===== config.mk =====
export PLATFORM = sky130hd
export DESIGN_NAME = ecc_err_log
export DESIGN_NICKNAME = d
export VERILOG_FILES = /design/src/rtl/ecc_err_log.sv
export SDC_FILE = /design/constraint.sdc
export NUM_CORES = 1
export LEC_CHECK = 0
export CORE_UTILIZATION = 31
export CTS_BUF_LIST = sky130_fd_sc_hd__clkbuf_4
export CTS_CLUSTER_SIZE = 10
export DETAILED_ROUTE_END_ITERATION = 8
export PLACE_DENSITY = 0.48
export SLEW_MARGIN = 20
export SYNTH_ARGS = -nofsm -noshare
export SYNTH_HDL_FRONTEND = slang
export SYNTH_SLANG_ARGS = --single-unit

===== constraint.sdc =====
create_clock -name clk_i -period 8.5 [get_ports clk_i]
set_clock_uncertainty 0.2 [all_clocks]
set_input_delay 0.85 -clock clk_i [delete_from_list [all_inputs] [get_ports clk_i]]
set_output_delay 0.85 -clock clk_i [all_outputs]
set_load 0.02 [all_outputs]

===== src/rtl/ecc_err_log.sv =====
// ecc_err_log: ECC error-event logger with saturating counters, show-ahead record FIFO and sticky irq
//   clk_i/rst_i/clkena_i : rising-edge clock, synchronous active-high reset, clock enable
//   valid_i, addr_i, syndrome_i, sb_err_i, db_err_i, sb_fix_i : decoder result for one word
//   rd_en_i, clr_cnt_i, irq_clr_i : pop head record, clear counters, clear irq/overflow
//   rec_*_o, level_o : head record and FIFO occupancy
//   sb_cnt_o, db_cnt_o, overflow_o, irq_o : statistics and sticky flags
package ecc_err_log_pkg;
    function automatic int calculate_m(input int k);
        int m;
        m = 1;
        while ((1 << m) < k + m + 1) m++;
        return m;
    endfunction
endpackage

module ecc_err_log
    import ecc_err_log_pkg::*;
#(
    parameter int K      = 8,
    parameter int M      = calculate_m(K),
    parameter bit P0_LSB = 1'b1,
    parameter int AW     = 16,
    parameter int DEPTH  = 8,
    parameter int CW     = 16
) (
    input  logic                     clk_i,
    input  logic                     rst_i,
    input  logic                     clkena_i,
    input  logic                     valid_i,
    input  logic [AW-1:0]            addr_i,
    input  logic [M:0]               syndrome_i,
    input  logic                     sb_err_i,
    input  logic                     db_err_i,
    input  logic                     sb_fix_i,
    input  logic                     rd_en_i,
    input  logic                     clr_cnt_i,
    input  logic                     irq_clr_i,
    output logic                     rec_valid_o,
    output logic [AW-1:0]            rec_addr_o,
    output logic [M:0]               rec_syndrome_o,
    output logic                     rec_db_o,
    output logic                     rec_fix_o,
    output logic [$clog2(DEPTH):0]   level_o,
    output logic [CW-1:0]            sb_cnt_o,
    output logic [CW-1:0]            db_cnt_o,
    output logic                     overflow_o,
    output logic                     irq_o
);
    localparam int PW = $clog2(DEPTH) + 1;
    localparam int RW = AW + M + 3;

    logic [RW-1:0] mem [DEPTH];
    logic [PW-1:0] wp, rp;
    logic          p;
    logic [M-1:0]  s;
    logic          active, sb_ev, db_ev, ev, empty, full, pop, push, drop, clr;

    assign p = P0_LSB ? syndrome_i[0] : syndrome_i[M];
    assign s = P0_LSB ? syndrome_i[M:1] : syndrome_i[M-1:0];

    // A lone overall-parity flip (p set, S zero) is a single-bit error the decoder does not flag.
    assign active = valid_i & clkena_i;
    assign db_ev  = active & db_err_i;
    assign sb_ev  = active & ~db_err_i & (sb_err_i | (p & (s == '0)));
    assign ev     = sb_ev | db_ev;

    // Extra pointer MSB distinguishes full from empty.
    assign level_o = wp - rp;
    assign empty   = wp == rp;
    assign full    = level_o == PW'(DEPTH);
    assign pop     = clkena_i & rd_en_i & ~empty;
    assign push    = ev & (~full | pop);
    assign drop    = ev & full & ~pop;
    assign clr     = clkena_i & clr_cnt_i;

    assign rec_valid_o = ~empty;
    assign {rec_addr_o, rec_syndrome_o, rec_db_o, rec_fix_o} = empty ? '0 : mem[rp[PW-2:0]];

    // Clear wins over the old value but a coincident event still counts as one.
    function automatic logic [CW-1:0] cnt_next(input logic [CW-1:0] c, input logic e, input logic cl);
        return cl ? {{(CW-1){1'b0}}, e} : (e && c != '1) ? c + 1'b1 : c;
    endfunction

    always_ff @(posedge clk_i) begin
        if (push) mem[wp[PW-2:0]] <= {addr_i, syndrome_i, db_ev, sb_fix_i & sb_ev};
    end

    always_ff @(posedge clk_i) begin
        if (rst_i) begin
            wp         <= '0;
            rp         <= '0;
            sb_cnt_o   <= '0;
            db_cnt_o   <= '0;
            overflow_o <= 1'b0;
            irq_o      <= 1'b0;
        end else if (clkena_i) begin
            wp         <= wp + PW'(push);
            rp         <= rp + PW'(pop);
            sb_cnt_o   <= cnt_next(sb_cnt_o, sb_ev, clr);
            db_cnt_o   <= cnt_next(db_cnt_o, db_ev, clr);
            overflow_o <= drop | (overflow_o & ~irq_clr_i);
            irq_o      <= db_ev | drop | (irq_o & ~irq_clr_i);
        end
    end
endmodule

==> impl_metrics.py, run 1 <==
metrics = {
    "outcome": {
        "status": "complete, no violations",
    },
    "cells_and_area": {
        "fin_util": 0.389,
        "nets": 749,
        "area_delta_synth_final_pct": 23.5,
        "drive_above_1_share": 0.230,
        "n_fill_cell": 2815,
    },
    "place": {
        "dpl.hpwl_um": 12100,
        "gp_congestion": 0.795,
        "port_buffers": 92,
    },
    "cts": {
        "cts_root_buf": "clkbuf_4",
        "clkTransAtPathRegs_ns": 0.07,
        "numCtsBuffers": 60,
        "cts_sinks": 229,
        "cts_tree": "done",
        "postCtsResizedCells": 0,
        "post_cts.repair.setup_buffers": 0,
        "clk_latency_ns": 0.65,
        "htree_levels": 2,
        "hold_buffers": 0,
        "clk_path_buf_depth": 3,
    },
    "power_and_ir_drop": {
        "power_density_nw_per_um2": 193,
        "p_leak_nw": 3.63,
        "peakVddDrop_v": 0.0000770,
    },
    "sta": {
        "tns_ns": 0,
        "layout_min_cycle_time_ns": 4.21,
        "max_freq_mhz": 237,
        "setup_viol_count_final": 0,
        "fin_crit_sh": 0.496,
        "final_max_slew_viol_count": 0,
        "final_hold_viol_count": 0,
        "rsz0062_at_grt": "false",
        "worstMarginPinSlew_ns": 0.957,
        "maxSlewHeadroom": 0.362,
    },
    "setup_path": {
        "critical_path_required_ns": 7.45,
        "r2r_start": "wp[0]",
        "r2r_slack_ns": 5.02,
        "critPathLaunchType": "flop",
        "reg2reg_depth": 9,
        "timing.rr.end": "mem[4][1]",
        "worstSetupPathType": "reg -> out",
        "cp-end-kind": "primary output",
        "worstPathMaxFanout": 46,
        "arrival_ns": 3.16,
    },
    "global_routing": {
        "grt_max_degree": 47,
        "grt.overflow.total": 0,
        "grt_antenna_before_repair": 1,
        "grt_usage": 0.139,
        "grt_pass1_vias": 5951,
        "grt_pass1_wl_um": 32700,
    },
    "route": {
        "drc_errors": 0,
        "drt_wl_total_um": 20600,
        "wl_per_cell_um": 18.1,
        "drt-initial-drc-count": 180,
        "dr.pass1.iters": 4,
        "detail_route.vias_per_cell": 4.81,
        "antenna_left": 0,
        "vias": 5471,
    },
    "die": {
        "die_area_um2": 30700,
        "boundaryPins": 93,
        "coreArea_um2": 29600,
        "die_h_um": 175,
        "fp.dieW_um": 175,
        "initial_core_util": 0.315,
        "row_count": 63,
    },
    "flow_run": {
        "maxCapViolCount": 0,
    },
    "synth": {
        "synth_edf_count": 184,
        "seq_area_frac_synth": 0.691,
        "synth_area_leader_cell": "edfxtp_1",
        "yosys_warnings": 0,
        "async_reset_ff_frac": 0,
        "avgSynthCellArea_um2": 16.4,
        "synth.distinct_cells": 48,
        "ys_seq_elements": 229,
        "syn_nets": 607,
        "yosys_most_used_dff": "edfxtp_1",
        "synth_area_um2": 9310,
        "synth_cells": 566,
        "yosys.area.top_type_share": 0.594,
        "synth.area.top_cells": "edfxtp_1, mux4_2, dfxtp_1, mux2i_1, nor2_1",
    },
    "min_path": {
        "min_path_type": "reg -> reg",
        "worstHoldPathCells": 2,
        "hold_end": "overflow_o",
        "hold_start": "overflow_o",
    },
}
==> cells in the final DEF, fill, tap and decap left out, drive strengths merged, types with 16 or more instances in the layout <==
cell	Yosys	routed
edfxtp	184	184
clkdlybuf4s50	0	92
clkbuf	14	89
nor2	59	59
mux4	46	46
dfxtp	45	45
mux2i	28	28
xnor2	22	22
nand2	19	19
inv	14	16
==> flip-flops by register name, summed over array words and instances (netlist names), named ones only <==
| name | flops |
|---|---|
| wp | 4 |
| irq_o | 1 |
| overflow_o | 1 |
| rp | 4 |
| sb_cnt_o | 16 |
| db_cnt_o | 16 |
| mem | 184 |
==> power breakdown <==
group / internal [W] / switching, W
Combinational: 0.0000434 / 0.0000541
Sequential: 0.00122 / 0.00000591
Clock: 0.000474 / 0.000424
==> stage by stage <==
step | hold WS, ns | worst slack [ns] | power (W) | area (um^2) | instances
floorplan | 0.298 | 3.36 | 0.00129 | 9310 | 566
global placement | 0.269 | 4.53 | 0.00135 | 10800 | 1036
detailed placement | 0.273 | 4.42 | 0.00135 | 10800 | 1036
CTS | 0.285 | 4.10 | 0.00226 | 11500 | 1137
global route | 0.322 | 4.01 | 0.00232 | 11500 | 1138
finish | 0.279 | 4.29 | 0.00222 | 11500 | 1138
==> logic make-up (layout without fill, tap and decap cells) <==
kind of cell             after synthesis  in the layout  synth area share
AND/OR/NAND/NOR                      148            148            0.0840
multiplexers                          74             74             0.141
other                                  0              1                 0
adder cells (fa/ha/maj)               10             10            0.0143
buffers and inverters                 39            220            0.0168
flip-flops                           229            229             0.691
XOR/XNOR                              27             27            0.0254
AO/OA/AOI/OAI                         39             39            0.0274
==> layer usage <==
layer	track usage	vias to the layer above	wire length, um
li1	-	2536	-
met4	0.0471	0	386
met3	0.0342	41	1100
met2	0.227	148	9910
met5	0	-	0
met1	0.181	2746	9180
==> how the worst max path moves through the flow <==
stage          depth (start not counted)                 to     startpoint
6_report                               4     rec_addr_o[13]           flop
5_1_grt                                4     rec_addr_o[13]           flop
4_1_cts                                4  rec_syndrome_o[0]           flop
3_5_place_dp                           8         mem[4][16]  syndrome_i[0]
3_3_place_gp                           8         mem[4][16]  syndrome_i[0]
2_1_floorplan                          8          mem[4][0]          wp[1]
==> critical path, stage by stage, from the launching register on <==
cell	delay [ns]
dfxtp_4	0.99
mux4_2	0.60
mux2i_1	0.29
nor2_1	0.08
clkdlybuf4s50_1	0.54
==> cell usage after synthesis, types with 12 or more instances <==
| cell | n |
|---|---|
| nand2_1 | 19 |
| nor2_1 | 59 |
| nand3_1 | 12 |
| inv_1 | 14 |
| edfxtp_1 | 184 |
| mux4_2 | 46 |
| a21oi_1 | 15 |
| clkbuf_1 | 14 |
| xnor2_1 | 22 |
| dfxtp_1 | 45 |
| mux2i_1 | 28 |
==> layout make-up <==
cell class	instances	area, um^2	area share
flip-flops and latches	229	6430	0.560
repair buffers	105	1020	0.0887
diodes	1	2.50	0.000218
clock buffers	89	668	0.0582
clock inverters	12	55.1	0.00479
well taps	390	488	0.0425
inverters	14	52.6	0.00457
multi-input cells	298	2770	0.241
Note: power is estimated with default switching activity, not from simulation.
==> run 2, diff against run 1 <==
- clock period: 8.5 -> 3.9 ns (I/O delays scaled with it)
==> run 2 against run 1 <==
Final area is 1.9% higher. Final cell count up 1.6%. Register-to-register slack worse by 4.5 ns. Worst hold slack lost 0.11 ns. Utilization increased by 0.72 points. Clock-buffer cell count down 6. Sequential share of layout area fell by 1.0 points. Sequential power rose by 120%. Combinational power up 130%. Wire length grew 3.8%. Die area unchanged. Critical endpoint is now level_o[2].
==> impl_metrics.py, run 2 (same netlist as run 1, synthesis figures left out) <==
metrics = {
    "setup_path": {
        "slowest_stage": "clkdlybuf4s50_1",
        "worstSetupPathType": "reg -> out",
        "r2r_start": "wp[1]",
        "max_stage_delay_ns": 0.68,
        "arrival_ns": 3.03,
        "path_cells": "inv_1 -> fa_1 -> xnor2_1 -> clkdlybuf4s50_1",
        "r2r_slack_ns": 0.54,
        "worstPathMaxFanout": 10,
        "critPathLaunchType": "flop",
        "reg2reg_depth": 9,
        "critical_path_required_ns": 3.31,
        "timing.rr.end": "mem[4][1]",
        "cp-end-kind": "primary output",
    },
    "cts": {
        "clkTransAtPathRegs_ns": 0.07,
        "clk_path_buf_depth": 3,
        "clk_latency_ns": 0.72,
        "cts_root_buf": "clkbuf_4",
        "numCtsBuffers": 60,
        "cts_sinks": 229,
        "cts_tree": "done",
        "htree_levels": 2,
    },
    "route": {
        "vias": 5573,
        "dr.pass1.iters": 4,
        "wl_per_cell_um": 18.5,
        "drc_errors": 0,
        "detail_route.vias_per_cell": 4.82,
        "drt-initial-drc-count": 258,
        "drt_wl_total_um": 21300,
        "antenna_left": 0,
    },
    "sta": {
        "tns_ns": 0,
        "layout_min_cycle_time_ns": 3.62,
        "final_max_slew_viol_count": 0,
        "setup_viol_count_final": 0,
        "maxSlewHeadroom": 0.362,
        "max_freq_mhz": 276,
        "final_hold_viol_count": 0,
        "worstMarginPinSlew_ns": 0.954,
        "rsz0062_at_grt": "false",
        "fin_ws_ns": 0.278,
        "fin_crit_sh": 0.929,
    },
    "outcome": {
        "status": "complete, no violations",
    },
    "die": {
        "die_area_um2": 30700,
        "coreArea_um2": 29600,
        "die_h_um": 175,
        "initial_core_util": 0.315,
        "fp.dieW_um": 175,
        "boundaryPins": 93,
        "row_count": 63,
    },
    "cells_and_area": {
        "mostFrequentLayoutCell": "edfxtp_1",
        "drive_above_1_share": 0.241,
        "nets": 757,
        "largest_reg_flops": 184,
        "area_delta_synth_final_pct": 25.7,
        "mostFrequentLayoutCells": "edfxtp_1, clkdlybuf4s50_1, clkbuf_4, nor2_1, mux4_2",
    },
    "global_routing": {
        "grt_max_degree": 31,
        "grt.overflow.total": 0,
        "grt_pass1_wl_um": 33800,
        "grt_antenna_before_repair": 1,
        "grt_usage": 0.144,
        "grt_pass1_vias": 6098,
    },
    "power_and_ir_drop": {
        "fin_total_pwr_w": 0.00502,
        "power_density_nw_per_um2": 429,
        "peakVddDrop_v": 0.000166,
        "p_leak_nw": 3.71,
    },
    "min_path": {
        "hold_end": "overflow_o",
        "hold_start": "irq_clr_i",
        "worstHoldPathCells": 4,
        "min_path_type": "in -> reg",
    },
    "place": {
        "gp_congestion": 0.780,
        "port_buffers": 92,
        "place_ws_ns": 0.455,
        "dpl.hpwl_um": 12700,
    },
    "flow_run": {
        "maxCapViolCount": 0,
    },
}
==> run 2: how the worst max path moves through the flow <==
stage,startpoint,slack [ns],cells after the start,endpoint
3_5_place_dp,wp[0],0.45,10,mem[4][7]
2_1_floorplan,wp[1],-0.51,8,mem[5][0]
6_report,wp[1],0.28,4,level_o[2]
5_1_grt,wp[1],0.05,4,level_o[2]
4_1_cts,wp[0],0.04,7,rec_syndrome_o[2]
3_3_place_gp,wp[0],0.59,10,mem[4][7]
==> run 2: final cells by class <==
| class | count | area (um^2) |
|---|---|---|
| Clock buffer | 83 | 623 |
| Multi-Input combinational cell | 298 | 2820 |
| Antenna cell | 4 | 10.0 |
| Timing Repair Buffer | 113 | 1110 |
| Sequential cell | 229 | 6430 |
| Clock inverter | 25 | 166 |
| Inverter | 14 | 52.6 |
| Tap cell | 390 | 488 |
| Fill cell | 2766 | 17900 |
==> run 2: through the flow <==
stage               cells   util  instance area, um^2  hold slack, ns
floorplan             566      -                 9340           0.289
global placement     1043  0.368                10900           0.264
finish               1156  0.396                11700           0.170
CTS                  1151  0.394                11700           0.113
global route         1156  0.396                11700           0.165
detailed placement   1043  0.368                10900           0.285
==> run 2: report_power, final <==
part | switching [W] | leakage [nW] | total, W | internal (W)
clock network | 0.00100 | 0.468 | 0.00213 | 0.00113
registers | 0.0000101 | 2.03 | 0.00266 | 0.00265
logic | 0.000124 | 1.22 | 0.000224 | 0.0000998
==> run 2: routing by layer <==
layer  share of wire  track usage
met5               0            0
met4           0.022       0.0565
met3           0.061       0.0407
met2            0.48        0.232
met1            0.44        0.182
==> run 2: what timing repair did <==
item | 4_1_cts | 5_1_grt
endpoints found under the setup margin | 0 | 3
hold buffers | 0 | 0
setup buffers | 0 | 1
resized for setup | 0 | 1
==> run 2: critical path, delay by kind of cell (launching register included) <==
family	cells	cell delay, ns
buffers and inverters	2	0.95
DFF	1	0.66
adders and majority gates	1	0.48
xor gates and xnor gates	1	0.22
==> run 3, diff against run 2 <==
- MAX_ROUTING_LAYER: unset -> met4
==> run 3 against run 2 <==
Combinational power is essentially flat. Final cell count unchanged. Flip-flop and latch count did not move. First-iteration DRC count rose by 1.2%. Worst hold slack hardly changed. Clock-buffer cell count is the same. Fmax shrank 0.32%. Clock power about the same. Power is essentially flat. Critical path type unchanged. Critical endpoint unchanged. Largest cell class unchanged.
==> impl_metrics.py, run 3 (same netlist as run 1, synthesis figures left out) <==
metrics = {
    "outcome": {
        "status": "complete, no violations",
    },
    "power_and_ir_drop": {
        "sw_frac_of_total": 0.226,
        "peakVddDrop_v": 0.000166,
        "p_switching_w": 0.00114,
        "power_density_nw_per_um2": 429,
        "p_comb_frac": 0.045,
        "p_int_w": 0.00388,
        "power_frac_clock": 0.424,
        "p_leak_nw": 3.71,
        "p_seq_frac": 0.531,
    },
    "cts": {
        "hold_buffers": 0,
        "clk_latency_ns": 0.72,
        "cts_root_buf": "clkbuf_4",
        "clk_path_buf_depth": 3,
        "clkTransAtPathRegs_ns": 0.07,
        "htree_levels": 2,
        "cts_tree": "done",
        "cts_sinks": 229,
        "numCtsBuffers": 60,
    },
    "sta": {
        "final_max_slew_viol_count": 0,
        "rsz0062_at_grt": "false",
        "holdWs_ns": 0.171,
        "fin_crit_sh": 0.932,
        "fin_ws_ns": 0.266,
        "max_freq_mhz": 275,
        "maxSlewHeadroom": 0.361,
        "final_hold_viol_count": 0,
        "setup_viol_count_final": 0,
        "worstMarginPinSlew_ns": 0.954,
        "layout_min_cycle_time_ns": 3.63,
    },
    "setup_path": {
        "crit_family": "buffers and inverters",
        "crit_buf_inv": 2,
        "critical_path_required_ns": 3.31,
        "reg2reg_depth": 9,
        "critPathCapture": "level_o[2]",
        "worstSetupPathType": "reg -> out",
        "max_stage_delay_ns": 0.69,
        "path_cells": "inv_1 -> fa_1 -> xnor2_1 -> clkdlybuf4s50_1",
        "worstPathMaxFanout": 10,
        "worstSetupStartpoint": "wp[1]",
        "critPathLaunchType": "flop",
        "r2r_slack_ns": 0.54,
        "slowest_stage": "clkdlybuf4s50_1",
        "r2r_start": "wp[1]",
        "arrival_ns": 3.04,
        "cp_num_cells": 4,
        "timing.rr.end": "mem[4][1]",
        "cp-end-kind": "primary output",
    },
    "global_routing": {
        "grt.overflow.total": 0,
        "grt_pass1_wl_um": 33800,
        "use_met3": 0.0392,
        "grt.busiest_layer": "met2",
        "grt_usage": 0.148,
        "grt_pass1_vias": 6094,
        "grt_antenna_before_repair": 1,
        "grt_max_degree": 31,
        "met1_usage": 0.184,
        "met2_usage": 0.232,
    },
    "min_path": {
        "min_path_type": "in -> reg",
    },
    "flow_run": {
        "maxCapViolCount": 0,
    },
    "place": {
        "port_buffers": 92,
        "placed_area_um2": 10900,
        "dp.cells": 1043,
        "gp_congestion": 0.791,
        "place_ws_ns": 0.455,
        "dpl.hpwl_um": 12700,
    },
    "route": {
        "drt-initial-drc-count": 261,
        "drc_errors": 0,
        "vias": 5557,
        "detail_route.vias_per_cell": 4.81,
        "wl_per_cell_um": 18.5,
        "drt_wl_total_um": 21400,
        "dr.pass1.iters": 4,
        "antenna_left": 0,
    },
    "die": {
        "initial_core_util": 0.315,
        "boundaryPins": 93,
        "fp.dieW_um": 175,
        "row_count": 63,
        "die_h_um": 175,
        "die_area_um2": 30700,
        "coreArea_um2": 29600,
    },
    "cells_and_area": {
        "design_area_um2": 11700,
        "fin_cells": 1156,
        "fin_util": 0.396,
        "mostFrequentLayoutCell": "edfxtp_1",
        "largest_reg_flops": 184,
        "n_fill_cell": 2766,
        "nets": 757,
        "area_delta_synth_final_pct": 25.7,
        "mostFrequentLayoutCells": "edfxtp_1, clkdlybuf4s50_1, clkbuf_4, nor2_1, mux4_2",
        "drive_above_1_share": 0.241,
    },
}
-- run 3: cell counts in the layout (fill, tap and decap cells not counted) --
Identical to the previous run, type by type.
-- run 3: worst register-to-register path: stages, from the launching register on --
cell and delay (ns):
dfxtp_1 0.67, inv_1 0.27, fa_1 0.48, xnor2_1 0.22, nor3_1 0.07, o2111ai_1 0.12
nand2_1 0.09, buf_4 0.21, nor4b_4 0.27, buf_4 0.40
-- run 3: final cells by class --
type | instances | area (um^2) | share of cell area
tap | 390 | 488 | 0.0417
sequential | 229 | 6430 | 0.550
clock inverter | 25 | 166 | 0.0142
timing repair buffer | 113 | 1110 | 0.0950
antenna | 4 | 10.0 | 0.000855
multi-input combinational | 298 | 2820 | 0.241
inverter | 14 | 52.6 | 0.00449
clock buffer | 83 | 623 | 0.0533
-- run 3: timing repair --
item / in CTS / in global routing
setup endpoints to repair: 0 / 3
buffers inserted: 0 / 1
resized for setup: 0 / 1
-- run 3: how the worst min path moves through the flow --
stage,start,endpoint,slack [ns],cells past startpoint
after floorplan,addr_i[3],mem[0][10],0.29,0
after global placement,overflow_o,overflow_o,0.26,2
after detailed placement,overflow_o,overflow_o,0.28,2
after CTS,irq_clr_i,overflow_o,0.11,4
after global routing,rst_i,wp[0],0.17,3
final,irq_clr_i,overflow_o,0.17,4
-- run 3: stage by stage --
| step | power (W) | TNS (ns) |
|---|---|---|
| after CTS | 0.00510 | 0 |
| after global placement | 0.00294 | 0 |
| after floorplan | 0.00282 | -54.52 |
| after detailed placement | 0.00294 | 0 |
| final | 0.00502 | 0 |
| after global routing | 0.00524 | 0 |
-- run 3: metal layers --
layer,up-vias,routed length (um)
li1,2559,-
met1,2783,9280
met2,169,10200
met3,46,1460
met4,0,447
met5,-,0
-- run 3: power by group through the flow --
stage | sequential, W | clock (W) | combinational, W
final | 0.00266 | 0.00213 | 0.000224
after CTS | 0.00266 | 0.00221 | 0.000227
after global placement | 0.00272 | 0 | 0.000222
after global routing | 0.00266 | 0.00233 | 0.000245
after detailed placement | 0.00272 | 0 | 0.000226
after floorplan | 0.00271 | 0 | 0.000101
